`config.mk`:
```
export PLATFORM = sky130hd
export DESIGN_NAME = pc_stack
export DESIGN_NICKNAME = d
export VERILOG_FILES = /design/src/rtl/pc_stack.sv
export SDC_FILE = /design/constraint.sdc
export NUM_CORES = 1
export LEC_CHECK = 0
export ABC_AREA = 1
export BUFFER_PORTS_ARGS = -buffer_cell sky130_fd_sc_hd__buf_4
export CELL_PAD_IN_SITES_DETAIL_PLACEMENT = 0
export CELL_PAD_IN_SITES_GLOBAL_PLACEMENT = 1
export CORE_MARGIN = 5
export CORE_UTILIZATION = 44
export CTS_BUF_LIST = sky130_fd_sc_hd__clkbuf_4 sky130_fd_sc_hd__clkbuf_8
export DETAILED_ROUTE_END_ITERATION = 6
export PLACE_DENSITY = 0.81
export SLEW_MARGIN = 25
export SYNTH_ARGS = -nofsm -noshare
export SYNTH_HDL_FRONTEND = slang
export SYNTH_SLANG_ARGS = --single-unit
```
`constraint.sdc`:
```
create_clock -name clk -period 3.08 [get_ports clk]
set_input_delay 0.462 -clock clk [delete_from_list [all_inputs] [get_ports clk]]
set_output_delay 0.462 -clock clk [all_outputs]
set_load 0.005 [all_outputs]
```
`src/rtl/pc_stack.sv`:
```
// Program counter with a bounded return-address stack and sticky fault flags.
// One action per cycle by fixed priority: reset > ret > call > load > inc > hold.
module pc_stack #(
  parameter int WIDTH = 16,
  parameter int DEPTH = 8,
  localparam int SPW = $clog2(DEPTH + 1)
) (
  input  logic             clk,
  input  logic             reset,
  input  logic [WIDTH-1:0] in,
  input  logic             load,
  input  logic             inc,
  input  logic             call,
  input  logic             ret,
  output logic [WIDTH-1:0] out,
  output logic [SPW-1:0]   sp,
  output logic             full,
  output logic             empty,
  output logic             overflow,
  output logic             underflow
);

  localparam int AW = (DEPTH > 1) ? $clog2(DEPTH) : 1;

  logic [WIDTH-1:0] stack [DEPTH];
  logic [SPW-1:0]   sp_dec;
  logic [AW-1:0]    push_idx;
  logic [AW-1:0]    pop_idx;
  logic [WIDTH-1:0] out_inc;
  logic             do_push;

  assign full     = (sp == SPW'(DEPTH));
  assign empty    = (sp == '0);
  assign sp_dec   = sp - SPW'(1);
  assign push_idx = sp[AW-1:0];
  assign pop_idx  = sp_dec[AW-1:0];
  assign out_inc  = out + WIDTH'(1);
  assign do_push  = !reset && !ret && call && !full;

  always_ff @(posedge clk) begin
    if (reset) begin
      out       <= '0;
      sp        <= '0;
      overflow  <= 1'b0;
      underflow <= 1'b0;
    end else if (ret) begin
      if (empty) begin
        underflow <= 1'b1;
      end else begin
        out <= stack[pop_idx];
        sp  <= sp_dec;
      end
    end else if (call) begin
      // A call while full is refused outright: no jump, no push.
      if (full) begin
        overflow <= 1'b1;
      end else begin
        out <= in;
        sp  <= sp + SPW'(1);
      end
    end else if (load) begin
      out <= in;
    end else if (inc) begin
      out <= out_inc;
    end
  end

  // Stack storage is never reset; occupancy alone decides what is visible.
  always_ff @(posedge clk) begin
    if (do_push) begin
      stack[push_idx] <= out_inc;
    end
  end

endmodule

```
==> summary by stage, run 1 <==
Drt
The via-per-instance ratio is 5.34. In the final routed layout, each cell accounts on average for 17.8 um. The highest layer touched by signal routing is met4.

The number of vias in the routed layout is between 5000 and 6000. The total met3 wirelength after detailed routing is approximately 1500 um. The first routing iteration left 530 violations. The length of the first detailed-routing pass in iterations is 5.

The count of nets left with antenna violations after detail routing is 0. After detailed routing, the total wire length is between 15000 and 20000 um. In the final routing, the length of wire on met1 measures just under 8000 um. After detailed routing, the number of remaining DRC violations is 0.

Detailed routing placed a total of between 7000 and 8000 um of wire on met2.

Global route
The overall track demand over capacity in global routing is 0.193. The via count of the first global-routing pass came to ~4800. The largest net degree at the start of global routing is 73.

The number of antenna violations at the first check in global routing is 0. After global routing the overflow that remains totals 0. The wire length of the first global-routing pass is roughly 27000 um.

Logic synthesis
The count of unique library cells instantiated by Yosys is 30. The number of enable-type register cells in the synthesized netlist is 128. The number of nets in the synthesized netlist is roughly 730.

The warning count from the yosys run is 0. The synthesis-stage register bit count is 150. Ranked by total cell area, the synthesized netlist is headed by sky130_fd_sc_hd__edfxtp_1, sky130_fd_sc_hd__nand2_1, sky130_fd_sc_hd__nor2_1, sky130_fd_sc_hd__dfxtp_1, sky130_fd_sc_hd__o21ai_0. The gate count after technology mapping is 704. The leading register cell type out of synthesis is sky130_fd_sc_hd__edfxtp_1. The part of the Yosys area used for sequential elements is 0.635.

The area share of the largest cell type after synthesis is 0.570. The post-synthesis average cell area is roughly 9.6 um^2. The mapped netlist covers a little under 7000 um^2. The cell type with the largest total area after synthesis is sky130_fd_sc_hd__edfxtp_1. Counting flops with an async set or reset pin after synthesis yields a share of 0.

Timing
The clock period minus worst slack is between 2000 and 2500 ps. The final number of max-transition violations is 0. Setup repair after global routing left no endpoint under its margin. In the finished design, the share of the clock period the worst path needs comes to 0.758. The achievable clock frequency is 0.429 GHz. The transition time of the tightest slew-check pin is 767 ps.

The worst clock skew is between 9 and 10 ps. The number of failing setup endpoints in the final timing report is 0. Once routing completed, OpenROAD measured the worst setup slack at 747 ps. Adding up every negative setup slack in the final design gives 0 ps. The final hold violation count is 0. The worst slack on hold paths is approximately 220 ps. The worst relative slew slack is 0.487.

Worst hold path
The min-delay analysis places its worst path in the category input port to flip-flop.

Die
From bottom edge to top edge, the die measures approximately 130 um. The die covers 17900 um^2. The horizontal extent of the die is about 130 um. The top-level I/O count is between 40 and 50. The initial utilization of the core area, before any placement, comes to 0.445. The site row count is 45. After floorplanning, the core was sized to cover around 15000 um^2.

Cells and area
The count of antenna diodes in the layout is 0. The final design utilization is 0.507. Of the cells placed in the final design, the portion with a size suffix greater than 1 is 0.141.

Leaving out fill and tap cells, the most frequent cell in the layout is sky130_fd_sc_hd__nand2_1. The top cell types in the final layout, fill and taps aside, are sky130_fd_sc_hd__nand2_1, sky130_fd_sc_hd__nor2_1, sky130_fd_sc_hd__edfxtp_1. The number of filler cells placed in the layout is about 1400.

The number of nets in the final layout is slightly below 800. After the flow finishes, the layout carries non-filler instances totaling between 900 and 1000. With fillers left out, the area of the finished cells amounts to between 7000 and 8000 um^2. From synthesis to final layout, the design area changed by 13.8%.

Critical path
The cell with the largest stage delay on the worst path is sky130_fd_sc_hd__dfxtp_1. STA classifies the critical path endpoint as a flip-flop. The category of the worst setup path launch point is a flip-flop. The critical path goes through inv_1, ha_1, buf_4, inv_1, buf_4, nor2_1, o21ai_0, nand2_1, nand2_1, nand2_1, nor2_1, a21oi_1.

The biggest fanout along the worst timing path is 31. The maximum cell stage delay along the critical path is 460 ps. The category of the critical setup timing path is flip-flop to flip-flop. The required time at the endpoint of the critical path is between 3000 and 4000 ps. STA puts the critical path data arrival time at between 2000 and 3000 ps. The most numerous cell on the critical path is sky130_fd_sc_hd__nand2_1.

Power
The share of total power dissipated in the clock network is 0.290. Of the total power, combinational logic draws 0.258. The cell leakage power is 3.02 nW. The power density over the cells is ~740 nW/um^2. The internal cell power is 3.83 mW. The switching power summed over all nets is 1.83 mW. The share of total power in sequential cells is 0.452. IR analysis of the VDD net gives a maximum drop of 0.344 mV. After layout, the design draws a total of approximately 5.7 mW. The switching share of power is 0.323.

Clock network
The number of buffers created by CTS is 17. The sink count of the clock tree is 150. The number of gates resized after CTS was 0. The worst-skew pair later-pin latency is 450 ps. Post-CTS timing repair inserted 0 buffers for setup. The number of levels in the clock H-tree is 4. The clock root buffer is sky130_fd_sc_hd__clkbuf_8. The number of hold buffers added after CTS was 0.

TritonCTS built the clock tree. After clock tree synthesis, the clock-pin slew on the worst setup and hold paths is 80 ps. The clock passes through at most 2 buffers.

Placed design
The weighted congestion at the end of routability-driven global placement is approximately 0.78. After detailed placement, the design holds a cell count of between 900 and 1000. The post-DP HPWL is 11000 um. The total of buffers placed on input and output ports is 45.

Timing analysis after detailed placement gives a worst setup slack of approximately 800 ps. Summing all placed instances gives a cell area of between 7000 and 8000 um^2.

Status
The run finished with clean final reports.

Run
Max-cap violations in this run came to 0.
cells in the mapped netlist (2+ instances only):
cell type,number
sky130_fd_sc_hd__nand3_1,37
sky130_fd_sc_hd__inv_1,32
sky130_fd_sc_hd__o22ai_1,2
sky130_fd_sc_hd__o21ai_1,3
sky130_fd_sc_hd__xor2_1,4
sky130_fd_sc_hd__a21oi_1,30
sky130_fd_sc_hd__nor2_1,142
sky130_fd_sc_hd__buf_6,4
sky130_fd_sc_hd__dfxtp_1,22
sky130_fd_sc_hd__buf_1,2
sky130_fd_sc_hd__o211ai_1,4
sky130_fd_sc_hd__nand2_1,164
sky130_fd_sc_hd__buf_2,17
sky130_fd_sc_hd__clkbuf_1,7
sky130_fd_sc_hd__nand4_1,5
sky130_fd_sc_hd__buf_4,5
sky130_fd_sc_hd__inv_2,5
sky130_fd_sc_hd__ha_1,3
sky130_fd_sc_hd__nor3_1,3
sky130_fd_sc_hd__edfxtp_1,128
sky130_fd_sc_hd__o21ai_0,76
routing by layer:
| layer | track usage | vias to the layer above |
|---|---|---|
| li1 | - | 2451 |
| met1 | 0.278 | 2385 |
| met2 | 0.288 | 212 |
| met3 | 0.0581 | 15 |
| met4 | 0.0497 | 0 |
| met5 | 0 | - |
power by group through the flow:
stage	combinational (mW)	clock (mW)	sequential [mW]
5_1_grt	1.63	1.75	2.57
3_5_place_dp	1.45	0	2.60
4_1_cts	1.46	1.66	2.55
2_1_floorplan	0.949	0	2.56
3_3_place_gp	1.40	0	2.60
6_report	1.46	1.64	2.56
critical path: cells and delay by family (launching register included):
kind | cells | cell delay [ps]
buffers and inverters | 4 | 770
flip-flops | 1 | 460
AO/OA/AOI/OAI | 2 | 170
AND/OR/NAND/NOR | 5 | 480
adder cells (fa/ha/maj) | 1 | 300
final cells by class:
type | instances | area [um^2] | share of cell area
Clock buffer | 22 | 278 | 0.0362
Clock inverter | 10 | 153 | 0.0199
Inverter | 37 | 139 | 0.0181
Multi-Input combinational cell | 482 | 2130 | 0.278
Sequential cell | 150 | 4290 | 0.558
Tap cell | 188 | 235 | 0.0306
Timing Repair Buffer | 60 | 450 | 0.0587
logic make-up after synthesis:
kind of cell / synth area share
fa+ha+maj: 0.00556
buf+inv: 0.0504
flops: 0.635
xor+xnor: 0.00890
compound gates: 0.0885
simple gates: 0.212
flip-flops by register name, summed over array words and instances, names as in the netlist:
signal     flops
stack        128
out           16
sp             4
overflow       1
underflow      1
final timing paths:
| path | startpoint | cells past startpoint | to | slack [ps] |
|---|---|---|---|---|
| hold / removal | reset | 2 | overflow | 220 |
| setup reg to reg | sp[1] | 12 | out[7] | 750 |
| setup / recovery | sp[1] | 12 | out[7] | 750 |
| hold reg to reg | underflow | 2 | underflow | 460 |
Power figures use the tool's default switching activity.
==> inputs of run 2 (changes only) <==
Settings changed: CORE_UTILIZATION 44 to 49, PLACE_DENSITY 0.81 to 0.85.
Clock period 3.08 ns to 2.2 ns, I/O delays scaled along.
==> summary by stage, run 2 (synthesis results as in run 1) <==
Timing
The final hold violation count is 0 (unchanged). The final critical-path setup slack is 355 ps (-392 ps). The final number of max-transition violations came to 0 (unchanged). The fraction of the cycle the final worst path needs is 0.839 (+0.0812). The worst relative slew slack is 0.612 (+0.126). The total negative slack for setup checks is 0 ps (unchanged). The number of failing setup endpoints in the final timing report is 0 (unchanged). The transition time of the tightest slew-check pin is 581 ps (-186 ps). The worst clock skew is 11.6 ps (+1.66 ps). The clock period minus worst slack is 1850 ps (-488 ps). The worst slack on hold paths came to 118 ps (-99.3 ps). Setup repair after global routing left no endpoint under its margin.

The achievable clock frequency came to 0.542 GHz (+26%).

Clock network
The number of levels in the clock H-tree is 4 (unchanged). The number of hold-repair buffers added at the cts stage is 0 (unchanged). The number of buffers created by CTS is 17 (unchanged). The clock root buffer is sky130_fd_sc_hd__clkbuf_8.

TritonCTS built the clock tree. The worst-skew pair later-pin latency is 430 ps (-20 ps). The post-cts repair resize count is 0 (unchanged). The number of setup buffers added after CTS is 0 (unchanged). The maximum clock path buffer count was 2 (unchanged).

The clock-pin transition on the worst setup and hold timing paths is 80 ps (about the same). The sink count of the clock tree is 150 (unchanged).

Drt
The count of nets left with antenna violations after detail routing is 0 (unchanged). The length of the first detailed-routing pass in iterations is 5 (unchanged). The number of vias in the routed layout was 5010 (-1.0%).

The residual DRC count came to 0 (unchanged). The via-per-instance ratio is 5.33 (about the same). The routed length per placed instance is 16.6 um (-6.5%). The first-iteration detailed-routing DRC count was 439 (-17%).

The post-detailed-routing wire length is 15600 um (-7.3%).

Die
The standard cell core area is 13300 um^2 (-12%). The die area is 16200 um^2 (-9.5%). The initial core utilization is 0.505 (+0.0600). The die outline height is 127 um (-4.8%). The top-level I/O count is 46 (unchanged). The horizontal extent of the die is 127 um (-4.8%).

The site row count is 42 (-6.7%).

Global route
The wire length of the first global-routing pass is 25100 um (-5.8%). The via count of the first global-routing pass is 4674 (-3.6%). The number of antenna violations at the first check in global routing is 0 (unchanged). The largest net degree at the start of global routing is 73 (unchanged). The total grt overflow is 0 (unchanged). The overall track demand over capacity in global routing is 0.198 (+0.00433).

Cells and area
Leaving out fill and tap cells, the most frequent cells in the layout are sky130_fd_sc_hd__nand2_1, sky130_fd_sc_hd__nor2_1, sky130_fd_sc_hd__edfxtp_1. The count of antenna diodes in the layout was 0 (unchanged). The sequential cell area is 4290 um^2 (unchanged). The commonest non-fill, non-tap cell in the layout is sky130_fd_sc_hd__nand2_1.

The final standard cell count with taps included and fillers excluded is 940 (-0.95%). The largest registers in the layout are stack x128, out x16, sp x4. The final instance area is 7770 um^2 (+1.2%). The number of filler cells placed in the layout is 1136 (-18%). The area growth from synthesis to layout is 15.2%. The number of flip-flops under the largest register name was 128 (unchanged).

The layout cell share with drive strength beyond 1 was 0.158 (+0.0178). The final design utilization was 0.582 (+0.0754). The top register by number of flip-flops is stack. The number of nets in the final layout is 776 (+0.39%). The area of the multi-input gates is 2210 um^2 (+3.3%).

Critical path
The sum of buffers and inverters on the critical path is 1 (-3). The endpoint arrival time on the critical path is 2160 ps (-500 ps). The most numerous cell on the critical path is sky130_fd_sc_hd__nand2_1. The category of the worst setup path launch point is a flip-flop. The category of the critical setup timing path is flip-flop to flip-flop. Grouping stages by cell kind, the critical path spends the most delay in simple AND/OR/NAND/NOR gates. The critical path goes through ha_1, nand3_1, inv_1, nand2_1, nand2_1, nand2_1, o21ai_0, a21oi_1.

The biggest fanout along the worst timing path is 9 (-71%). The cell with the largest stage delay on the worst path is sky130_fd_sc_hd__dfxtp_1. The maximum cell stage delay along the critical path came to 450 ps (about the same). The required time at the endpoint of the critical path came to 2520 ps (-890 ps). STA classifies the critical path endpoint as a flip-flop.

Power
The worst-case vdd ir drop is 0.424 mV (+23%). The total power of the final layout is 7.69 mW (+36%). The power density over the cells is 990 nW/um^2 (+34%).

The cell leakage power is 3.02 nW (about the same).

Placed design
The number of placed cells counting well taps came to 908 (-0.98%). The post-DP HPWL is 10600 um (-3.5%). The total of buffers placed on input and output ports is 45 (unchanged). The worst setup slack after placement is 342 ps (-435 ps). The cell area after placement is 7390 um^2 (+2.0%). The weighted congestion at the end of routability-driven global placement is 0.818 (+4.4%).

Run
The count of max-cap constraint violations is 0 (unchanged).

Status
The flow ran to the end, and the final reports show no timing, DRC or antenna violations.

Worst hold path
The worst hold path belongs to the class input port to flip-flop.
[run 2: changes by cell type in the layout (fill, tap and decap cells not counted), moves of 2 or more]
cell,delta
sky130_fd_sc_hd__clkinvlp_4,+3
sky130_fd_sc_hd__inv_6,+3
sky130_fd_sc_hd__bufinv_16,-3
sky130_fd_sc_hd__buf_4,-2
sky130_fd_sc_hd__buf_12,+5
sky130_fd_sc_hd__clkinv_4,+3
sky130_fd_sc_hd__nand2_1,-2
sky130_fd_sc_hd__nor2_1,-7
sky130_fd_sc_hd__nor2_2,+3
sky130_fd_sc_hd__clkinv_2,-3
sky130_fd_sc_hd__nor2_4,+4
sky130_fd_sc_hd__clkbuf_4,-4
[run 2: per-layer routing]
layer,up-vias,track usage,part of all wire
met4,0,0.0448,0.0068
met5,-,0,0
met3,10,0.0438,0.064
met2,185,0.297,0.45
li1,2462,-,-
met1,2353,0.295,0.48
[run 2: area by class of cell]
type / count / area share
multi-input combinational: 482 / 0.284
inverter: 37 / 0.0179
clock inverter: 13 / 0.0158
sequential: 150 / 0.552
clock buffer: 19 / 0.0337
tap: 176 / 0.0283
timing repair buffer: 63 / 0.0689
[run 2: final timing paths]
path | from | end | slack [ps] | cells after the start
max | out[0] | out[8] | 350 | 8
min | reset | underflow | 120 | 2
max reg2reg | out[0] | out[8] | 350 | 8
min reg2reg | underflow | underflow | 460 | 2
[run 2: power by group]
group / internal [mW] / switching (mW) / total (mW)
registers: 3.41 / 0.150 / 3.56
logic: 0.722 / 1.42 / 2.14
clock network: 0.965 / 1.03 / 2.00
total: 5.10 / 2.60 / 7.69
[run 2: worst reg2reg max path, delay by kind of cell, from the launching register on]
kind	cells	cell delay, ps
AO/OA/AOI/OAI	2	350
adder cells (fa/ha/maj)	1	220
buffers and inverters	1	200
flip-flops	1	450
AND/OR/NAND/NOR	4	520
==> inputs of run 3 (changes only) <==
Settings changed: CORE_UTILIZATION 49 to 44, PLACE_DENSITY 0.85 to 0.81.
Clock period 2.2 ns to 1.69 ns, I/O delays scaled along.
==> summary by stage, run 3 (synthesis results as in run 1) <==
Status
The run finished, with violations left. The checks that failed: negative setup slack.

Clock network
The number of buffers created by CTS is 17 (unchanged). The worst-skew pair later-pin latency is 440 ps (about the same). The clock-pin transition on the worst setup and hold timing paths is 80 ps (about the same).

The number of hold-repair buffers added at the cts stage is 0 (unchanged). The clock root buffer is sky130_fd_sc_hd__clkbuf_8. The maximum clock path buffer count is 2 (unchanged).

The sink count of the clock tree came to 150 (unchanged). The CTS tree is done. The number of levels in the clock H-tree is 4 (unchanged).

Cells and area
In the final layout, the registers with the most flip-flops are stack x128, out x16, sp x4. The count of antenna diodes in the layout came to 0 (unchanged). The final design utilization is 0.585 (+0.00335). The final instance area came to 8870 um^2 (+14%). In the layout the commonest cells are sky130_fd_sc_hd__nand2_1, sky130_fd_sc_hd__edfxtp_1, sky130_fd_sc_hd__nor2_1. The number of nets in the final layout was 842 (+8.5%). More flip-flops sit in one register than any other, and that register is stack. The number of flip-flops under the largest register name was 128 (unchanged). The final standard cell count with taps included and fillers excluded is 1018 (+8.3%). The library cell used most frequently in the layout, excluding fill and tap cells, is sky130_fd_sc_hd__nand2_1. The area overhead of the layout relative to synthesis is 31.4%. The layout cell share with drive strength beyond 1 is 0.288 (+0.130).

Power
The cell leakage power was 3.52 nW (+17%). The total power of the final layout is 11.8 mW (+54%). The power density over the cells came to 1330 nW/um^2 (+35%). The worst-case vdd ir drop is 0.550 mV (+30%).

Die
The site row count was 45 (+7.1%). The standard cell core area came to 15100 um^2 (+13%). The die outline height came to 134 um (+5.1%). The horizontal extent of the die is 134 um (+5.1%).

The die area came to 17900 um^2 (+10%). The top-level I/O count was 46 (unchanged). The initial core utilization is 0.445 (-0.0600).

Critical path
The flop-to-flop setup slack came to -110 ps (-470 ps). The category of the critical setup timing path is flip-flop to flip-flop. The worst register-to-register path ends at stack[5][2]. The depth of the worst register-to-register path was 9 (+1).

The required time at the endpoint of the critical path came to 1840 ps (-680 ps). The beginning of the worst register-to-register path is sp[1]. STA classifies the critical path endpoint as a flip-flop. The biggest fanout along the worst timing path is 8 (-1). The endpoint arrival time on the critical path is 1960 ps (-200 ps). The category of the worst setup path launch point is a flip-flop.

Worst hold path
The cell count of the worst hold path was 2 (unchanged). The classification of the worst-slack hold path is input port to flip-flop. The path with the worst hold slack has its endpoint at overflow. The startpoint of the worst hold path is reset.

Timing
Setup repair after global routing could not meet its margin everywhere. The final critical-path setup slack came to -113 ps (-468 ps). The clock period minus worst slack is 1800 ps (-42.3 ps).

The worst relative slew slack is 0.483 (-0.130). The worst clock skew is 10.3 ps (-1.26 ps). The total negative slack for setup checks is -1450 ps (-1450 ps). The transition time of the tightest slew-check pin came to 775 ps (+194 ps). The final number of max-transition violations is 0 (unchanged). The number of failing setup endpoints in the final timing report came to 19 (+19). The final hold violation count was 0 (unchanged).

The fraction of the cycle the final worst path needs was 1.07 (+0.228). The achievable clock frequency is 0.555 GHz (+2.3%).

Placed design
The post-DP HPWL is 11600 um (+8.9%). The total of buffers placed on input and output ports is 45 (unchanged). The cell area after placement is 7840 um^2 (+6.1%). The weighted congestion at the end of routability-driven global placement is 0.838 (+2.4%). The number of placed cells counting well taps is 960 (+5.7%).

Drt
The count of nets left with antenna violations after detail routing is 0 (unchanged). The first-iteration detailed-routing DRC count is 496 (+13%). The via-per-instance ratio is 5.51 (+3.4%).

The residual DRC count was 0 (unchanged). The post-detailed-routing wire length came to 19500 um (+24%). The number of vias in the routed layout is 5608 (+12%). The length of the first detailed-routing pass in iterations is 5 (unchanged).

The routed length per placed instance was 19.1 um (+15%).

Global route
The largest net degree at the start of global routing is 68 (-6.8%). The number of antenna violations at the first check in global routing is 0 (unchanged). The total grt overflow is 0 (unchanged). The via count of the first global-routing pass is 5152 (+10%). The overall track demand over capacity in global routing was 0.202 (+0.00462).

The wire length of the first global-routing pass is 28100 um (+12%).

Run
The count of max-cap constraint violations is 0 (unchanged).
==> run 3: worst max path at each step <==
stage	from	end	slack, ps	cells after the start
floorplan	sp[0]	stack[1][0]	-480	10
global placement	sp[1]	stack[1][11]	40	8
detailed placement	sp[1]	out[4]	-40	9
CTS	sp[1]	stack[1][7]	-5	9
global route	sp[1]	stack[5][6]	-140	9
finish	sp[1]	stack[5][2]	-110	9
==> run 3: critical path, stage by stage (launching register included) <==
cell	delay (ps)
sky130_fd_sc_hd__dfxtp_2	350
sky130_fd_sc_hd__inv_2	50
sky130_fd_sc_hd__ha_4	180
sky130_fd_sc_hd__nand3_4	80
sky130_fd_sc_hd__nand2_4	60
sky130_fd_sc_hd__nor2_4	130
sky130_fd_sc_hd__nand2_4	80
sky130_fd_sc_hd__buf_6	140
sky130_fd_sc_hd__nor2_4	200
sky130_fd_sc_hd__clkbuf_16	230
==> run 3: metal layers <==
layer / global-route usage / routed length, um / up-vias
met5: 0 / 0 / -
met4: 0.0629 / 406 / 0
met3: 0.0375 / 1440 / 39
met2: 0.322 / 9160 / 259
met1: 0.284 / 8450 / 2709
li1: - / - / 2601
==> run 3: power by group <==
group / internal, mW / switching (mW)
clock network: 1.68 / 1.32
registers: 4.44 / 0.177
logic: 1.81 / 2.39
==> run 3: what timing repair did <==
action,4_1_cts,5_1_grt
endpoints found under the setup margin,75,169
pin swaps,4,24
gates resized for setup,8,88
cloned,1,8
buffers inserted,4,16
==> run 3: through the flow <==
stage	setup slack (ps)	hold slack (ps)
after floorplan	-477	323
after global placement	39.1	440
after detailed placement	-39.9	460
after CTS	-5.13	27.6
after global routing	-137	26.0
final	-113	43.6
==> run 3: layout make-up <==
class | instances | area (um^2)
clock inverters | 12 | 176
well taps | 188 | 235
flip-flops and latches | 150 | 4290
repair buffers | 129 | 1350
clock buffers | 20 | 263
inverters | 37 | 156
fillers | 1227 | 6280
multi-input cells | 482 | 2400
